<file path="config.mk">
export PLATFORM = sky130hd
export DESIGN_NAME = operand_fetch_flat
export DESIGN_NICKNAME = d
export VERILOG_FILES = /design/src/rtl/rv32i_pkg.sv /design/src/rtl/operand_fetch_if.sv /design/src/rtl/rv32i_regfile.sv /design/src/rtl/operand_fetch.sv /design/src/flat_wrapper.sv
export SDC_FILE = /design/constraint.sdc
export NUM_CORES = 2
export LEC_CHECK = 0
export BUFFER_PORTS_ARGS = -buffer_cell sky130_fd_sc_hd__buf_4
export CORE_UTILIZATION = 40
export DETAILED_ROUTE_END_ITERATION = 10
export GPL_TIMING_DRIVEN = 0
export PLACE_DENSITY = 0.52
export SYNTH_ARGS = -nofsm -noshare
export SYNTH_HDL_FRONTEND = slang
export SYNTH_SLANG_ARGS = --single-unit
</file>
<file path="constraint.sdc">
create_clock -name clk -period 5.7 [get_ports clk]
set_input_delay 1.14 -clock clk [delete_from_list [all_inputs] [get_ports clk]]
set_output_delay 1.14 -clock clk [all_outputs]
set_load 0.02 [all_outputs]
</file>
<file path="src/rtl/rv32i_pkg.sv">
// rv32i_pkg: shared RV32I definitions for the integer pipeline.
//   - opcode constants for the register/immediate ALU formats
//   - funct3 encodings of the integer ALU operations
//   - register-index / word typedefs and the operand bundle carried to the ALU
//   - helper for the I-type immediate
package rv32i_pkg;

  localparam int XLEN  = 32;
  localparam int NREGS = 32;

  localparam logic [6:0] OPC_ALUREG = 7'b0110011;
  localparam logic [6:0] OPC_ALUIMM = 7'b0010011;

  typedef enum logic [2:0] {
    F3_ADD_SUB = 3'b000,
    F3_SLL     = 3'b001,
    F3_SLT     = 3'b010,
    F3_SLTU    = 3'b011,
    F3_XOR     = 3'b100,
    F3_SRL_SRA = 3'b101,
    F3_OR      = 3'b110,
    F3_AND     = 3'b111
  } funct3_e;

  typedef logic [4:0]      reg_idx_t;
  typedef logic [XLEN-1:0] word_t;

  // Everything the ALU sees for one instruction, held in the output register.
  typedef struct packed {
    word_t      rs1;
    word_t      rs2;
    word_t      imm_i;
    word_t      instr;
    logic [2:0] funct3;
    logic [6:0] funct7;
    logic       is_alureg;
    reg_idx_t   rd;
    logic       illegal;
  } fetch_bundle_t;

  function automatic word_t imm_i(input word_t instr);
    return {{20{instr[31]}}, instr[31:20]};
  endfunction

endpackage

</file>
<file path="src/rtl/operand_fetch_if.sv">
// operand_fetch_if: bundles the instruction input handshake, the writeback
// port and the operand output handshake of the operand-fetch stage.
//   master : upstream/downstream environment (drives instructions, writebacks,
//            out_ready; observes in_ready and the operand bundle)
//   slave  : the operand_fetch stage itself
interface operand_fetch_if;
  import rv32i_pkg::*;

  logic       in_valid;
  logic       in_ready;
  word_t      in_instr;

  logic       wb_valid;
  reg_idx_t   wb_rd;
  word_t      wb_data;

  logic       out_valid;
  logic       out_ready;
  word_t      out_rs1;
  word_t      out_rs2;
  word_t      out_Iimm;
  word_t      out_instr;
  logic [2:0] out_funct3;
  logic [6:0] out_funct7;
  logic       out_isALUreg;
  reg_idx_t   out_rd;
  logic       out_illegal;

  modport master (
    output in_valid, in_instr,
    output wb_valid, wb_rd, wb_data,
    output out_ready,
    input  in_ready,
    input  out_valid, out_rs1, out_rs2, out_Iimm, out_instr,
    input  out_funct3, out_funct7, out_isALUreg, out_rd, out_illegal
  );

  modport slave (
    input  in_valid, in_instr,
    input  wb_valid, wb_rd, wb_data,
    input  out_ready,
    output in_ready,
    output out_valid, out_rs1, out_rs2, out_Iimm, out_instr,
    output out_funct3, out_funct7, out_isALUreg, out_rd, out_illegal
  );

endinterface

</file>
<file path="src/rtl/rv32i_regfile.sv">
// rv32i_regfile: 32 x 32-bit architectural register file.
//   clk, resetn        : clock, synchronous active-low reset (clears all regs)
//   rs1_idx / rs1_data : combinational read port 1
//   rs2_idx / rs2_data : combinational read port 2
//   wr_en, wr_idx,     : synchronous write port; a write in flight this cycle
//   wr_data              is bypassed to both read ports. x0 always reads 0 and
//                        writes to it are dropped.
module rv32i_regfile
  import rv32i_pkg::*;
(
  input  logic     clk,
  input  logic     resetn,
  input  reg_idx_t rs1_idx,
  output word_t    rs1_data,
  input  reg_idx_t rs2_idx,
  output word_t    rs2_data,
  input  logic     wr_en,
  input  reg_idx_t wr_idx,
  input  word_t    wr_data
);

  word_t mem_q [NREGS];
  word_t mem_d [NREGS];

  always_comb begin
    mem_d = mem_q;
    if (wr_en && (wr_idx != '0)) begin
      mem_d[wr_idx] = wr_data;
    end
    mem_d[0] = '0;
  end

  always_ff @(posedge clk) begin
    if (!resetn) begin
      mem_q <= '{default: '0};
    end else begin
      mem_q <= mem_d;
    end
  end

  always_comb begin
    rs1_data = mem_q[rs1_idx];
    if (rs1_idx == '0) begin
      rs1_data = '0;
    end else if (wr_en && (wr_idx == rs1_idx)) begin
      rs1_data = wr_data;
    end
  end

  always_comb begin
    rs2_data = mem_q[rs2_idx];
    if (rs2_idx == '0) begin
      rs2_data = '0;
    end else if (wr_en && (wr_idx == rs2_idx)) begin
      rs2_data = wr_data;
    end
  end

endmodule

</file>
<file path="src/rtl/operand_fetch.sv">
// operand_fetch: RV32I decode / operand-fetch stage feeding the ALU.
//   clk, resetn : clock, synchronous active-low reset
//   bus (slave) : in_valid/in_ready/in_instr instruction handshake,
//                 wb_valid/wb_rd/wb_data writeback port,
//                 out_valid/out_ready plus registered operand bundle
//                 (out_rs1, out_rs2, out_Iimm, out_instr, out_funct3,
//                 out_funct7, out_isALUreg, out_rd, out_illegal)
// Owns the register file and a pending-write scoreboard that holds back
// instructions whose sources are still waiting on a writeback.
module operand_fetch
  import rv32i_pkg::*;
(
  input  logic            clk,
  input  logic            resetn,
  operand_fetch_if.slave  bus
);

  logic [6:0]    opcode;
  logic          dec_alureg;
  logic          dec_aluimm;
  logic          dec_illegal;
  reg_idx_t      rs1_idx;
  reg_idx_t      rs2_idx;
  reg_idx_t      rd_idx;
  word_t         rs1_val;
  word_t         rs2_val;

  logic [31:0]   sb_q, sb_d;
  logic          out_valid_q, out_valid_d;
  fetch_bundle_t bundle_q, bundle_d;

  logic          busy_rs1;
  logic          busy_rs2;
  logic          stall;
  logic          in_ready;
  logic          accept;

  assign opcode      = bus.in_instr[6:0];
  assign dec_alureg  = (opcode == OPC_ALUREG);
  assign dec_aluimm  = (opcode == OPC_ALUIMM);
  assign dec_illegal = !(dec_alureg || dec_aluimm);
  assign rs1_idx     = bus.in_instr[19:15];
  assign rs2_idx     = bus.in_instr[24:20];
  assign rd_idx      = bus.in_instr[11:7];

  rv32i_regfile u_regfile (
    .clk      (clk),
    .resetn   (resetn),
    .rs1_idx  (rs1_idx),
    .rs1_data (rs1_val),
    .rs2_idx  (rs2_idx),
    .rs2_data (rs2_val),
    .wr_en    (bus.wb_valid),
    .wr_idx   (bus.wb_rd),
    .wr_data  (bus.wb_data)
  );

  // A pending register stops being busy in the very cycle its writeback
  // arrives, because the regfile bypass already delivers the new value.
  function automatic logic reg_busy(input reg_idx_t r, input logic [31:0] sb,
                                    input logic wbv, input reg_idx_t wbr);
    if (r == '0) return 1'b0;
    return sb[r] && !(wbv && (wbr == r));
  endfunction

  assign busy_rs1 = reg_busy(rs1_idx, sb_q, bus.wb_valid, bus.wb_rd);
  assign busy_rs2 = reg_busy(rs2_idx, sb_q, bus.wb_valid, bus.wb_rd);

  // The rs2 field is part of the immediate for ALUimm, so it only counts
  // as a source for register-register ops. Illegal opcodes never stall.
  assign stall    = bus.in_valid && !dec_illegal &&
                    (busy_rs1 || (dec_alureg && busy_rs2));
  assign in_ready = resetn && !stall && (!out_valid_q || bus.out_ready);
  assign accept   = bus.in_valid && in_ready;

  always_comb begin
    bundle_d    = bundle_q;
    out_valid_d = out_valid_q;
    sb_d        = sb_q;

    if (accept) begin
      bundle_d.rs1       = rs1_val;
      bundle_d.rs2       = rs2_val;
      bundle_d.imm_i     = imm_i(bus.in_instr);
      bundle_d.instr     = bus.in_instr;
      bundle_d.funct3    = bus.in_instr[14:12];
      bundle_d.funct7    = bus.in_instr[31:25];
      bundle_d.is_alureg = dec_alureg;
      bundle_d.rd        = rd_idx;
      bundle_d.illegal   = dec_illegal;
      out_valid_d        = 1'b1;
    end else if (bus.out_ready) begin
      out_valid_d = 1'b0;
    end

    // Clear first, then set, so a new producer of the register being
    // written back in the same cycle keeps its pending bit.
    if (bus.wb_valid) begin
      sb_d[bus.wb_rd] = 1'b0;
    end
    if (accept && !dec_illegal && (rd_idx != '0)) begin
      sb_d[rd_idx] = 1'b1;
    end
    sb_d[0] = 1'b0;
  end

  always_ff @(posedge clk) begin
    if (!resetn) begin
      bundle_q    <= '0;
      out_valid_q <= 1'b0;
      sb_q        <= '0;
    end else begin
      bundle_q    <= bundle_d;
      out_valid_q <= out_valid_d;
      sb_q        <= sb_d;
    end
  end

  assign bus.in_ready     = in_ready;
  assign bus.out_valid    = out_valid_q;
  assign bus.out_rs1      = bundle_q.rs1;
  assign bus.out_rs2      = bundle_q.rs2;
  assign bus.out_Iimm     = bundle_q.imm_i;
  assign bus.out_instr    = bundle_q.instr;
  assign bus.out_funct3   = bundle_q.funct3;
  assign bus.out_funct7   = bundle_q.funct7;
  assign bus.out_isALUreg = bundle_q.is_alureg;
  assign bus.out_rd       = bundle_q.rd;
  assign bus.out_illegal  = bundle_q.illegal;

endmodule

</file>
<file path="src/flat_wrapper.sv">
// flat-port wrapper written by rule: the top's interface ports become plain ports
module operand_fetch_flat import rv32i_pkg::*;
  (clk, resetn, bus_in_valid, bus_in_instr, bus_wb_valid, bus_wb_rd, bus_wb_data, bus_out_ready, bus_in_ready, bus_out_valid, bus_out_rs1, bus_out_rs2, bus_out_Iimm, bus_out_instr, bus_out_funct3, bus_out_funct7, bus_out_isALUreg, bus_out_rd, bus_out_illegal);
  operand_fetch_if bus_i ();
  input  logic clk;
  input  logic resetn;
  input wire logic [$bits(bus_i.in_valid)-1:0] bus_in_valid;
  input wire logic [$bits(bus_i.in_instr)-1:0] bus_in_instr;
  input wire logic [$bits(bus_i.wb_valid)-1:0] bus_wb_valid;
  input wire logic [$bits(bus_i.wb_rd)-1:0] bus_wb_rd;
  input wire logic [$bits(bus_i.wb_data)-1:0] bus_wb_data;
  input wire logic [$bits(bus_i.out_ready)-1:0] bus_out_ready;
  output wire logic [$bits(bus_i.in_ready)-1:0] bus_in_ready;
  output wire logic [$bits(bus_i.out_valid)-1:0] bus_out_valid;
  output wire logic [$bits(bus_i.out_rs1)-1:0] bus_out_rs1;
  output wire logic [$bits(bus_i.out_rs2)-1:0] bus_out_rs2;
  output wire logic [$bits(bus_i.out_Iimm)-1:0] bus_out_Iimm;
  output wire logic [$bits(bus_i.out_instr)-1:0] bus_out_instr;
  output wire logic [$bits(bus_i.out_funct3)-1:0] bus_out_funct3;
  output wire logic [$bits(bus_i.out_funct7)-1:0] bus_out_funct7;
  output wire logic [$bits(bus_i.out_isALUreg)-1:0] bus_out_isALUreg;
  output wire logic [$bits(bus_i.out_rd)-1:0] bus_out_rd;
  output wire logic [$bits(bus_i.out_illegal)-1:0] bus_out_illegal;
  assign bus_i.in_valid = bus_in_valid;
  assign bus_i.in_instr = bus_in_instr;
  assign bus_i.wb_valid = bus_wb_valid;
  assign bus_i.wb_rd = bus_wb_rd;
  assign bus_i.wb_data = bus_wb_data;
  assign bus_i.out_ready = bus_out_ready;
  assign bus_in_ready = bus_i.in_ready;
  assign bus_out_valid = bus_i.out_valid;
  assign bus_out_rs1 = bus_i.out_rs1;
  assign bus_out_rs2 = bus_i.out_rs2;
  assign bus_out_Iimm = bus_i.out_Iimm;
  assign bus_out_instr = bus_i.out_instr;
  assign bus_out_funct3 = bus_i.out_funct3;
  assign bus_out_funct7 = bus_i.out_funct7;
  assign bus_out_isALUreg = bus_i.out_isALUreg;
  assign bus_out_rd = bus_i.out_rd;
  assign bus_out_illegal = bus_i.out_illegal;
  operand_fetch u_core (.clk(clk), .resetn(resetn), .bus(bus_i));
endmodule
</file>
==> impl_metrics.json <==
{
  "post-place-ws_ps": -1370,
  "swShare_pct": 30.7,
  "fin_crit_ps": 6030,
  "startpoint_type": "primary input",
  "p_comb_share_pct": 13.8,
  "grt_pass1_vias": 54800,
  "fp.dieArea_mm2": 0.151,
  "syn_nets": 6780,
  "path_clk_slew_ps": 60,
  "fin_total_pwr_mw": 20.1,
  "end_kind": "register",
  "skew_ps": 20.2,
  "rsz0062_at_grt": "no",
  "dp_hpwl_um": 306000,
  "port_buffers": 174,
  "min_path_type": "reg -> reg",
  "ys_seq_area_share_pct": 37.7,
  "cts_root_buf": "clkbuf_16",
  "final_nets": 7104,
  "mostFrequentLayoutCell": "nand2_1",
  "p_switching_mw": 6.16,
  "setup_slack_ps": -331,
  "crit_type": "in -> reg",
  "seqPwrFrac_pct": 39.8,
  "synth_area_leader_cell": "dfxtp_1",
  "place_area_mm2": 0.0636,
  "grt_pass1_wl_um": 530000,
  "cap_violations": 22,
  "fin_crit_sh_pct": 106,
  "drt-pass1-iter-count": 7,
  "syn-instance-count": 6706,
  "drc_errors": 0,
  "cts_tree": "built",
  "overflow": 0,
  "yosys.cell_types.count": 64,
  "intPower_mw": 13.9,
  "numCtsBuffers": 136,
  "routed_wl_um": 412000,
  "synth_seq_cells": 1122,
  "initial_core_util_pct": 40.3,
  "cp.required_ps": 6430,
  "fp.dieH_um": 388,
  "postRouteAntennaNets": 0,
  "num_vias": 61900,
  "area_growth_pct": 14.8,
  "synth.area.top_cells": "dfxtp_1, mux4_2, nand2_1",
  "async_flop_share_pct": 0,
  "core_region_area_mm2": 0.148,
  "syn_area_mm2": 0.0596,
  "wl_per_cell_um": 45.3,
  "cellLeakagePower_nw": 22.9,
  "drt_iter0_markers": 10100,
  "synthFlopType": "dfxtp_1",
  "worstPathArrival_ps": 6760,
  "drv_slew": 220,
  "avgSynthCellArea_um2": 8.89,
  "boundaryPins": 221,
  "antenna_found_initial": 62,
  "synth.top_cell.area_share_pct": 37.7,
  "postCtsHoldBufs": 0,
  "failed_checks": "max-capacitance violations, max-slew violations, negative setup slack",
  "cts.sinks": 1122,
  "hold_viol": 0,
  "gp_congestion": 1.13,
  "fp.dieW_um": 388,
  "worstMarginPinSlew_ps": 1770,
  "design_area_mm2": 0.0684,
  "yosysWarningCount": 0,
  "fin_setup_tns_ps": -3440,
  "final_cell_mix": "nand2_1, dfxtp_1, a21boi_0",
  "htreeDepth": 4,
  "cp_max_fo": 12,
  "drive_gt1_share_pct": 16.4,
  "vias_per_cell": 6.79,
  "track_usage_pct": 53.4,
  "finalSetupViolCount": 24,
  "grt_max_degree": 25,
  "ctsLongestPathBuffers": 3,
  "fin_util_pct": 46.3,
  "seqCellArea_mm2": 0.0225,
  "peakVddDrop_v": 0.000282,
  "fill_cells": 14600,
  "max_freq_ghz": 0.166,
  "synth_edf_count": 0,
  "num_rows": 141,
  "relSlewSlack_pct": -18.0,
  "multi_input_area_mm2": 0.0338,
  "powerDensity_mw_per_mm2": 293,
  "p_clk_share_pct": 46.4,
  "status": "finished, violations left",
  "clk_latency_ps": 820
}
[layer usage]
metal  wire [µm]  up-vias  GRT usage [%]  share of wire (%)
met5         303        -          0.574              0.073
met2      158000     5613           70.6                 38
met1      147000    30600           63.0                 36
met3       58800     1476           24.1                 14
met4       48000       24           50.6                 12
li1            -    24100              -                  -
[flip-flops by register name (all words and copies together), names as in the netlist]
register	count
u_core.bus.out_illegal	1
u_core.bus.out_instr	19
u_core.bus.out_rs1	32
u_core.sb_q	31
u_core.bus.out_isALUreg	1
u_core.bus.out_funct3	2
u_core.bus.out_rs2	32
u_core.bus.out_valid	1
u_core.bus.out_funct7	7
u_core.u_regfile.mem_q	992
u_core.bus.out_rd	4
[logic make-up after synthesis]
| logic type | Yosys count | synth area share, % |
|---|---|---|
| buf+inv | 763 | 5.66 |
| xor+xnor | 10 | 0.147 |
| simple gates | 2498 | 16.6 |
| compound gates | 1539 | 19.0 |
| mux | 774 | 21.0 |
| flops | 1122 | 37.7 |
[worst max-delay path: stages]
cell and delay, ps:
buf_2 240, buf_2 400, buf_2 550, buf_2 870
clkbuf_1 1210, clkbuf_1 1180, a21oi_1 360, a21oi_1 270
o221ai_1 230, mux2i_1 240
[cells in the mapped netlist, types with 35 or more instances]
master	count
nor2_1	78
o21ai_0	104
buf_4	88
a221oi_1	83
dfxtp_1	1122
mux2i_1	279
mux2_2	128
a21boi_0	992
nor2b_1	35
a22oi_1	58
clkbuf_1	546
nand3_1	105
o211ai_1	38
buf_2	73
nand2_1	2176
a21oi_1	86
mux4_2	367
[path summary, 6_finish.rpt]
check	startpoint	endpoint	slack, ps	cells past startpoint
max	bus_in_instr[16]	u_core.bus.out_rs1[28]	-330	10
min	u_core.bus.out_rs2[6]	u_core.bus.out_rs2[6]	460	2
max reg2reg	u_core.sb_q[25]	u_core.sb_q[10]	2290	7
min reg2reg	u_core.bus.out_rs2[6]	u_core.bus.out_rs2[6]	460	2
[layout make-up]
cell class              instances  area share (%)
inverters                       3          0.0165
repair buffers                186            2.20
clock buffers                 193            5.91
flip-flops and latches       1122            32.8
plain buffers                 760            5.03
diodes                         51           0.187
clock inverters                48           0.859
multi-input cells            4821            49.4
well taps                    1930            3.53
[power groups by stage]
stage | Clock (mW) | Combinational [mW] | Sequential, mW
after global placement | 0 | 2.50 | 8.17
final | 9.32 | 2.76 | 8.00
after detailed placement | 0 | 2.52 | 8.17
after CTS | 9.22 | 2.52 | 8.00
after global routing | 9.53 | 2.64 | 8.01
after floorplan | 0 | 1.09 | 8.18
[repair_timing]
item / in CTS / in global routing
gates resized for setup: 5 / 5
setup endpoints to repair: 11 / 9
setup buffers: 0 / 0
[stage by stage]
step,cells,hold WS (ps)
after global placement,8810,447
after global routing,9067,471
final,9114,460
after detailed placement,8821,446
after CTS,9062,458
after floorplan,6706,449
(Power assumes the default switching activity.)
